**src/rtl/pifctl_regbank.sv**
```systemverilog
// PIF control-register bank: NUM_REGS control regs with write strobes, sticky W1C status + irq, ID readback.
// Latency: writes visible one edge after presentation; readback valid RD_LAT-1 edges after the access edge.
// Backpressure: none; one access per cycle, results return in order, one per cycle.
//
// Ports:
//   xclk, xrst          clock and asynchronous active-high reset
//   PWr, PRWA, PD       write strobe, register address (also readback select), write data
//   PRdSubA             readback sub-address
//   StatusIn            event inputs folded into the sticky status register
//   XO, RdValid         readback data and valid (last pipeline stage)
//   CtlReg, WrStrobe    control register values and one-cycle post-write pulses
//   StatusIrq           registered OR of (status & mask)
module pifctl_regbank #(
    parameter int NUM_REGS = 2,
    parameter int DATA_W   = 8,
    parameter int ADDR_W   = 8,
    parameter int SUBA_W   = 4,
    parameter int NUM_SUBS = 16,
    parameter int RD_LAT   = 4,
    parameter logic [ADDR_W-1:0] W_BASE     = ADDR_W'(8'h10),
    parameter logic [ADDR_W-1:0] W_STAT_CLR = ADDR_W'(8'h1E),
    parameter logic [ADDR_W-1:0] W_IRQ_MASK = ADDR_W'(8'h1F),
    parameter logic [ADDR_W-1:0] R_ID       = ADDR_W'(8'h00),
    parameter logic [DATA_W-1:0] ID_VAL     = DATA_W'(8'h50),
    parameter logic [NUM_REGS*DATA_W-1:0] RST_VAL = '0
) (
    input  logic                         xclk,
    input  logic                         xrst,
    input  logic                         PWr,
    input  logic [ADDR_W-1:0]            PRWA,
    input  logic [DATA_W-1:0]            PD,
    input  logic [SUBA_W-1:0]            PRdSubA,
    input  logic [DATA_W-1:0]            StatusIn,
    output logic [DATA_W-1:0]            XO,
    output logic                         RdValid,
    output logic [NUM_REGS*DATA_W-1:0]   CtlReg,
    output logic [NUM_REGS-1:0]          WrStrobe,
    output logic                         StatusIrq
);

    localparam int unsigned L_NSUBS = NUM_SUBS;

    logic [NUM_REGS-1:0][DATA_W-1:0] r_ctl;
    logic [NUM_REGS-1:0]             r_strb;
    logic [DATA_W-1:0]               r_stat;
    logic [DATA_W-1:0]               r_mask;
    logic                            r_irq;
    logic [DATA_W-1:0]               r_pd [RD_LAT];
    logic [RD_LAT-1:0]               r_pv;

    logic [NUM_REGS-1:0] w_hit_ctl;
    logic                w_hit_clr;
    logic                w_hit_mask;
    logic [DATA_W-1:0]   w_clr;
    logic [DATA_W-1:0]   w_stat_nxt;
    logic [DATA_W-1:0]   w_mask_nxt;
    logic                w_rd_hit;
    logic [SUBA_W-1:0]   w_sub;
    logic [SUBA_W+3:0]   w_tag_raw;
    logic [DATA_W-1:0]   w_tag;
    logic [DATA_W-1:0]   w_sel;

    // ---------------- write decode ----------------
    always_comb begin
        w_hit_ctl = '0;
        for (int k = 0; k < NUM_REGS; k++) begin
            w_hit_ctl[k] = PWr && (PRWA == W_BASE + ADDR_W'(k));
        end
    end

    assign w_hit_clr  = PWr && (PRWA == W_STAT_CLR);
    assign w_hit_mask = PWr && (PRWA == W_IRQ_MASK);
    assign w_clr      = w_hit_clr ? PD : '0;

    // Clear wins over a same-cycle event; a held event re-sets the bit next edge.
    assign w_stat_nxt = (r_stat | StatusIn) & ~w_clr;
    assign w_mask_nxt = w_hit_mask ? PD : r_mask;

    always_ff @(posedge xclk or posedge xrst) begin
        if (xrst) begin
            r_ctl  <= RST_VAL;
            r_strb <= '0;
            r_stat <= '0;
            r_mask <= '0;
            r_irq  <= 1'b0;
        end else begin
            for (int k = 0; k < NUM_REGS; k++) begin
                if (w_hit_ctl[k]) begin
                    r_ctl[k] <= PD;
                end
            end
            r_strb <= w_hit_ctl;
            r_stat <= w_stat_nxt;
            r_mask <= w_mask_nxt;
            // Uses next-state values so irq tracks status/mask in the same cycle they change.
            r_irq  <= |(w_stat_nxt & w_mask_nxt);
        end
    end

    // ---------------- readback select ----------------
    assign w_rd_hit  = (PRWA == R_ID);
    assign w_sub     = SUBA_W'(32'(PRdSubA) % L_NSUBS);
    // Letter tag is built from the raw sub-address, not the wrapped one.
    assign w_tag_raw = {4'h6, PRdSubA};
    assign w_tag     = DATA_W'(w_tag_raw);

    always_comb begin
        w_sel = w_tag;
        if (w_sub == '0) begin
            w_sel = ID_VAL;
        end
        for (int k = 0; k < NUM_REGS; k++) begin
            if (w_sub == SUBA_W'(k + 1)) begin
                w_sel = r_ctl[k];
            end
        end
        if (w_sub == SUBA_W'(NUM_REGS + 1)) begin
            w_sel = r_stat;
        end
        if (w_sub == SUBA_W'(NUM_REGS + 2)) begin
            w_sel = r_mask;
        end
    end

    // ---------------- readback pipeline ----------------
    always_ff @(posedge xclk or posedge xrst) begin
        if (xrst) begin
            for (int i = 0; i < RD_LAT; i++) begin
                r_pd[i] <= '0;
            end
            r_pv <= '0;
        end else begin
            r_pd[0] <= w_rd_hit ? w_sel : '0;
            for (int i = 1; i < RD_LAT; i++) begin
                r_pd[i] <= r_pd[i-1];
            end
            r_pv <= {r_pv[RD_LAT-2:0], w_rd_hit};
        end
    end

    assign XO        = r_pd[RD_LAT-1];
    assign RdValid   = r_pv[RD_LAT-1];
    assign CtlReg    = r_ctl;
    assign WrStrobe  = r_strb;
    assign StatusIrq = r_irq;

endmodule

```
**config.mk**
```make
export PLATFORM = sky130hd
export DESIGN_NAME = pifctl_regbank
export DESIGN_NICKNAME = d
export VERILOG_FILES = /design/src/rtl/pifctl_regbank.sv
export SDC_FILE = /design/constraint.sdc
export NUM_CORES = 1
export LEC_CHECK = 0
export ABC_CLOCK_PERIOD_IN_PS = 4000
export BUFFER_PORTS_ARGS = -buffer_cell sky130_fd_sc_hd__buf_2
export CAP_MARGIN = 10
export CORE_MARGIN = 2
export CORE_UTILIZATION = 55
export CTS_BUF_LIST = sky130_fd_sc_hd__clkbuf_4 sky130_fd_sc_hd__clkbuf_8 sky130_fd_sc_hd__clkbuf_16
export CTS_CLUSTER_DIAMETER = 60
export DETAILED_ROUTE_END_ITERATION = 10
export PLACE_DENSITY = 0.84
export SLEW_MARGIN = 20
export SYNTH_ARGS = -nofsm -noshare
export SYNTH_HDL_FRONTEND = slang
export SYNTH_SLANG_ARGS = --single-unit
```
**constraint.sdc**
```tcl
create_clock -name xclk -period 4 [get_ports xclk]
set_clock_uncertainty 0.15 [all_clocks]
set_input_delay 0.6 -clock xclk [delete_from_list [all_inputs] [get_ports xclk]]
set_output_delay 0.6 -clock xclk [all_outputs]
set_load 0.02 [all_outputs]
```
# [Word-level counts from Yosys, hierarchy flattened]
# Cells that the tools add are included.
[totals] reg_bits=71 wordCells=38 out_inout_bits=28
[op_classes] n_mux=8 n_bitwise=4 n_eq_ne=8 n_reduce_logical=7
[ops] cell="2-to-1 mux 8 bit" count=7
[ops] cell="equality test 8 x 5 -> 1 bit, second input constant" count=4
[ops] cell="bitwise AND 8 bit" count=2
[ops] cell="equality test 4 x 2 -> 1 bit, second input constant" count=2
[ops] cell="zero test 8 bit" count=1
[ops] cell="inverter 8 bit" count=1
[ops] cell="OR 8 bit" count=1
[ops] cell="OR reduction 8 bit" count=1
[ops] cell="2-to-1 mux 6 bit" count=1
[ops] cell="equality test 4 x 1 -> 1 bit, second input constant" count=1
[ops] cell="equality test 4 x 3 -> 1 bit, second input constant" count=1
[ops] cell="logical AND 1 bit" count=4
[ops] cell="zero test 4 bit" count=1

# [Logic depth before layout (Yosys ltp)]
# Gate-level depths: netlist of run 1.
[depth] depth_word=7 mapped_depth=6 depth_no_buf=5

# [Worst setup path after synthesis of run 1]
# OpenSTA, ideal clock, no wires.
[synth_path] kind="input port to flip-flop" start="input PRWA[5]" end="register r_ctl, in the netlist CtlReg[10]" arrival_time_ns=2.195 cell_stages=5 setup_slack_ns=1.530 setup_ns=0.125 n_path_buf=1 cell_sequence="or3_4 > or4_4 > or3_1 > buf_6 > mux2_4"
[synth_between] elab_chain_cells=2
[synth_rtl] item="start, declared" line="30" text="input logic [ADDR_W-1:0] PRWA,"
[synth_rtl] item="equality test 8 x 5 -> 1 bit" line="67" text="w_hit_ctl[k] = PWr && (PRWA == W_BASE + ADDR_W'(k));"
[synth_rtl] item="logical AND 1 bit" line="67"
[synth_rtl] item="end signal, assigned" line="81" text="r_ctl <= RST_VAL;"
[synth_rtl] item="end signal, assigned by index" line="89" text="r_ctl[k] <= PD;"
[synth_rtl] item="end, declared" line="43" text="logic [NUM_REGS-1:0][DATA_W-1:0] r_ctl;"
# No other way between the ends.
# A chain may end at the register's enable or synchronous reset.

# [Final worst setup path of run 1]
[layout_path] start="input PRWA[5]" end="register r_ctl, in the netlist CtlReg[12]"
# The elaborated chain is that of the path after synthesis.

==> results.cfg, run 1 <==
[sta]
fin_tns_setup_ps = 0
rsz0062_at_grt = no
clock.fmax_ghz = 0.409
drv_slew = 0
slew_headroom_pct = 57.2
setup_violations = 0
tightest_slew_ps = 641
finalHoldViolations = 0
min_period_ps = 2440
min_period_over_period_pct = 61.1

[clock_network]
clk_pin_slew_ps = 80
cts-root-buf = clkbuf_8
clock_path_buffers = 2
cts_resized = 0
htreeDepth = 3
cts_tree = done
insertion_delay_ps = 340
cts.sinks = 71
cts_made_buffers = 9
postCtsSetupBuffers = 0
cts_hold_buf = 0

[global_routing]
grt_pass1_vias = 1891
gr-usage-all-layers_pct = 22.8
grt_pass1_wl_um = 9360
antenna_found_initial = 0
globalRouteOverflowTotal = 0
grt_max_degree = 42

[die]
die_y_um = 75.5
start_util_pct = 56.2
ios = 59
die_x_um = 75.5
die_area_um2 = 5700
core_um2 = 5010
fp-row-count = 26

[yosys]
synth_warnings = 0
synth_cell_types = 36
syn_area_per_cell_um2 = 13.1
synth_seq_area_share_pct = 63.1
synth_area_leaders = dfrtp_1, mux2_2, mux2_4
synth_top_area_share_pct = 63.1
synth-seq-cells = 71
syn_inst = 215
syn_nets = 246
synth_area_um2 = 2810
synthDominantAreaCellType = dfrtp_1

[power]
switching_power_uw = 368
powerDensity_nw_per_um2 = 434
power.leakage_nw = 1.71
p_sw_share_pct = 25.5
vdd_drop_max_mv = 0.247
p_seq_share_pct = 51.5
combPwrFrac_pct = 8.4
pwr-share-clk_pct = 40.1
p_int_mw = 1.07

[detailed_routing]
drc = 0
drt_iter0_markers = 139
drt_wl_total_um = 5720
vias_per_cell = 5.55
drt-pass1-iter-count = 4
vias = 1933
antenna_left = 0
wl_per_cell_um = 16.4

[worst_setup_path]
rrSetupSlack_ps = 2380
crit_fanout = 9
reg2reg_depth = 4
regToRegEndpoint = StatusIrq
startpoint_type = input pin
critPathKind = input pin to flop
r2r-start = r_stat[1]
endpoint_kind = flop
cpMaxStageDelayCell = or3_1
path_cells = buf_2, or3_4, or4_4, or3_1, mux2_4
cpPeakStageDelay_ps = 590
crit_required_ps = 4070
worstPathArrival_ps = 2520

[finish]
fin_cells = 348
fill_cells = 412
layout_commonest_cell = dfrtp_1
final_nets = 304
register_area_um2 = 1780
antenna_cells = 0
drive_gt1_share_pct = 40.3
area_growth_pct = 18.1
multi_input_area_um2 = 931
fin_util_pct = 66.3
final_cell_mix = dfrtp_1, buf_2, mux2_2, nor2_1, o21ai_0

[hold_path]
hp-class = input pin to asynchronous set/reset pin

[placed_design]
dp_cells = 332
place_hpwl_um = 3980
numPortBuffers = 58
gp_congestion = 0.825

[flow_run]
cap_violations = 0

[outcome]
status = finished, final reports clean
## critical path: cells and delay by family
kind	cells	cell delay [ps]
buffers and inverters	1	90
muxes	1	380
and+or+nand+nor	3	1440
## through the flow
step	power, mW	hold WS, ps	worst slack (ps)	instance area, um2
after CTS	1.45	196	1560	3320
final	1.44	181	1560	3320
after floorplan	0.825	181	1450	2810
after global routing	1.50	211	1500	3320
after global placement	0.874	181	1220	3120
after detailed placement	0.878	185	1190	3120
## sequential cells by signal, indices dropped and copies added, names as in the netlist
| register | cells |
|---|---|
| CtlReg | 16 |
| StatusIrq | 1 |
| WrStrobe | 2 |
| XO | 8 |
| r_mask | 8 |
| r_pd | 24 |
| r_pv | 4 |
| r_stat | 8 |
## per-layer routing
metal / track usage (%) / vias to the layer above / wire length (um)
li1: - / 889 / -
met1: 31.9 / 947 / 2450
met2: 33.9 / 83 / 2750
met3: 4.50 / 14 / 385
met4: 12.1 / 0 / 133
met5: 0 / - / 0
## power groups by stage
stage / Sequential, mW / Clock (mW) / Combinational [mW]
floorplan: 0.769 / 0 / 0.0561
detailed placement: 0.757 / 0 / 0.121
CTS: 0.743 / 0.586 / 0.122
global route: 0.745 / 0.619 / 0.132
finish: 0.743 / 0.578 / 0.121
global placement: 0.757 / 0 / 0.117
## final cells by class
| class | instances | share of cell area [%] |
|---|---|---|
| timing repair buffer | 60 | 9.19 |
| tap | 70 | 2.64 |
| multi-input combinational | 126 | 28.0 |
| clock buffer | 9 | 3.73 |
| clock inverter | 7 | 2.41 |
| sequential | 71 | 53.5 |
| inverter | 5 | 0.565 |
## cells in the mapped netlist (all sizes together)
cell type  number
a211oi          4
a21o            1
a21oi          12
a22o            2
a22oi           5
a32oi           2
buf            10
clkbuf          3
dfrtp          71
inv             5
mux2           28
mux2i           2
nand2           5
nand2b          2
nand3           1
nand4           4
nor2           17
nor2b           2
nor3            3
nor4            2
nor4b           1
o21ai          17
o21bai          2
o221a           1
o22a            1
o22ai           3
o41ai           1
or2             2
or3             4
or4             2
## logic make-up after synthesis
family	Yosys count	share of synthesized area, %
AOI/OAI and AO/OA	51	11.3
buffers and inverters	18	3.78
and+or+nand+nor	45	8.80
DFF	71	63.1
muxes	30	13.0
## worst max path at each step
| stage | from | end | slack [ps] | depth (start not counted) |
|---|---|---|---|---|
| floorplan | xrst | CtlReg[0] | 1450 | 1 |
| global placement | PRWA[5] | CtlReg[9] | 1220 | 5 |
| detailed placement | PRWA[5] | CtlReg[10] | 1190 | 5 |
| CTS | PRWA[5] | CtlReg[12] | 1560 | 5 |
| global route | PRWA[5] | CtlReg[14] | 1500 | 5 |
| finish | PRWA[5] | CtlReg[12] | 1560 | 5 |
(Power assumes the default switching activity.)
==> run 2, diff against run 1 <==
--- a/config.mk
+++ b/config.mk
@@ -5,15 +5,15 @@
 export SDC_FILE = /design/constraint.sdc
 export NUM_CORES = 1
 export LEC_CHECK = 0
-export ABC_CLOCK_PERIOD_IN_PS = 4000
+export ABC_CLOCK_PERIOD_IN_PS = 2200
 export BUFFER_PORTS_ARGS = -buffer_cell sky130_fd_sc_hd__buf_2
 export CAP_MARGIN = 10
 export CORE_MARGIN = 2
-export CORE_UTILIZATION = 55
+export CORE_UTILIZATION = 48
 export CTS_BUF_LIST = sky130_fd_sc_hd__clkbuf_4 sky130_fd_sc_hd__clkbuf_8 sky130_fd_sc_hd__clkbuf_16
 export CTS_CLUSTER_DIAMETER = 60
 export DETAILED_ROUTE_END_ITERATION = 10
-export PLACE_DENSITY = 0.84
+export PLACE_DENSITY = 0.78
 export SLEW_MARGIN = 20
 export SYNTH_ARGS = -nofsm -noshare
 export SYNTH_HDL_FRONTEND = slang
==> constraint.sdc (replaced) <==
create_clock -name xclk -period 2.2 [get_ports xclk]
set_clock_uncertainty 0.15 [all_clocks]
set_input_delay 0.33 -clock xclk [delete_from_list [all_inputs] [get_ports xclk]]
set_output_delay 0.33 -clock xclk [all_outputs]
set_load 0.02 [all_outputs]
==> run 2 against run 1 <==
- count of clock-buffer cells in the layout rose by 3
- global-route usage fell by 2.1 points
- total power rose by 99%
- largest cell class unchanged
==> results.cfg, run 2 (synthesized netlist as in run 1, its figures left out) <==
[outcome]
status = finished, final reports clean

[global_routing]
grt_pass1_vias = 1978
gr-usage-all-layers_pct = 20.6
grt_max_degree = 49
globalRouteOverflowTotal = 0
antenna_found_initial = 0
met3_usage_pct = 5.73
busiest_layer = met2
grt_pass1_wl_um = 9690
global_route.usage.met1_pct = 26.7
grt_use_met2_pct = 31.1

[clock_network]
cts_resized = 0
clk_pin_slew_ps = 70
postCtsSetupBuffers = 0
cts-root-buf = clkbuf_8
insertion_delay_ps = 340
htreeDepth = 3
clock_path_buffers = 2
cts_made_buffers = 9
cts_tree = done
cts.sinks = 71

[worst_setup_path]
critPathKind = input pin to flop
startpoint = PRWA[5]
r2r-start = r_stat[2]
worstPathArrival_ps = 2090
startpoint_type = input pin
reg2reg_depth = 4
rrSetupSlack_ps = 520
crit_fanout = 7
crit_required_ps = 2270
endpoint_kind = flop

[sta]
fin_tns_setup_ps = 0
min_period_ps = 2020
setup_violations = 0
drv_slew = 0
worst_hold_slack_ps = 83.8
rsz0062_at_grt = no
slew_headroom_pct = 63.9
clock.fmax_ghz = 0.495
worst_slack_ps = 180
finalHoldViolations = 0
min_period_over_period_pct = 91.8
tightest_slew_ps = 538

[die]
die_area_um2 = 6490
start_util_pct = 50.5
fp-row-count = 27
die_y_um = 80.6
die_x_um = 80.6
core_um2 = 5570
ios = 59

[finish]
largest_register_ffs = 24
drive_gt1_share_pct = 42.0
layout_commonest_cell = dfrtp_1
area_growth_pct = 23.4
final_nets = 315
largest_register = r_pd
finalInstanceArea_um2 = 3470
antenna_cells = 0
fin_cells = 360
fin_util_pct = 62.3
final_cell_mix = dfrtp_1, buf_2, mux2_2, nor2_1, o21ai_0

[placed_design]
dp_cells = 344
gp_congestion = 0.861
numPortBuffers = 58
post-place-ws_ps = -166
placed_area_um2 = 3210
place_hpwl_um = 4220

[power]
power.leakage_nw = 1.79
powerDensity_nw_per_um2 = 824
vdd_drop_max_mv = 0.450
p_total_mw = 2.86

[detailed_routing]
drc = 0
drt-pass1-iter-count = 4
drt_iter0_markers = 112
vias_per_cell = 5.61
vias = 2019
wl_per_cell_um = 16.9
antenna_left = 0
drt_wl_total_um = 6090

[hold_path]
min_from = PD[5]
holdPathStages = 2
hp-class = input pin to flop

[flow_run]
cap_violations = 0
run 2: what timing repair did:
action                     in CTS  in global routing
hold endpoints to repair       23                  0
hold buffers                    1                  0
setup endpoints to repair       0                  0
run 2: worst paths after layout:
check / endpoint
setup / recovery: CtlReg[8]
hold / removal: r_stat[5]
setup reg to reg: StatusIrq
hold reg to reg: XO[0]
max in group asynchronous: r_stat[6]
min in group asynchronous: XO[3]
run 2: critical path, cell delays in order:
cell and delay (ps):
buf_2 100, or3_4 380, or4_4 430, or3_1 350, buf_4 200, mux2_4 300
run 2: area by class of cell:
type | instances | area, um2
Fill cell | 457 | 2100
Sequential cell | 71 | 1780
Multi-Input combinational cell | 126 | 931
Timing Repair Buffer | 71 | 403
Clock buffer | 12 | 159
Clock inverter | 3 | 90.1
Tap cell | 72 | 90.1
Inverter | 5 | 22.5
run 2: routing by layer:
| layer | share of wire, % | up-vias |
|---|---|---|
| met1 | 43 | 997 |
| met3 | 7.3 | 12 |
| met2 | 48 | 97 |
| met4 | 2.1 | 0 |
| li1 | - | 913 |
| met5 | 0 | - |
run 2: where the power goes:
part	internal, mW	switching, mW
registers	1.33	0.0203
logic	0.0933	0.138
clock network	0.822	0.455
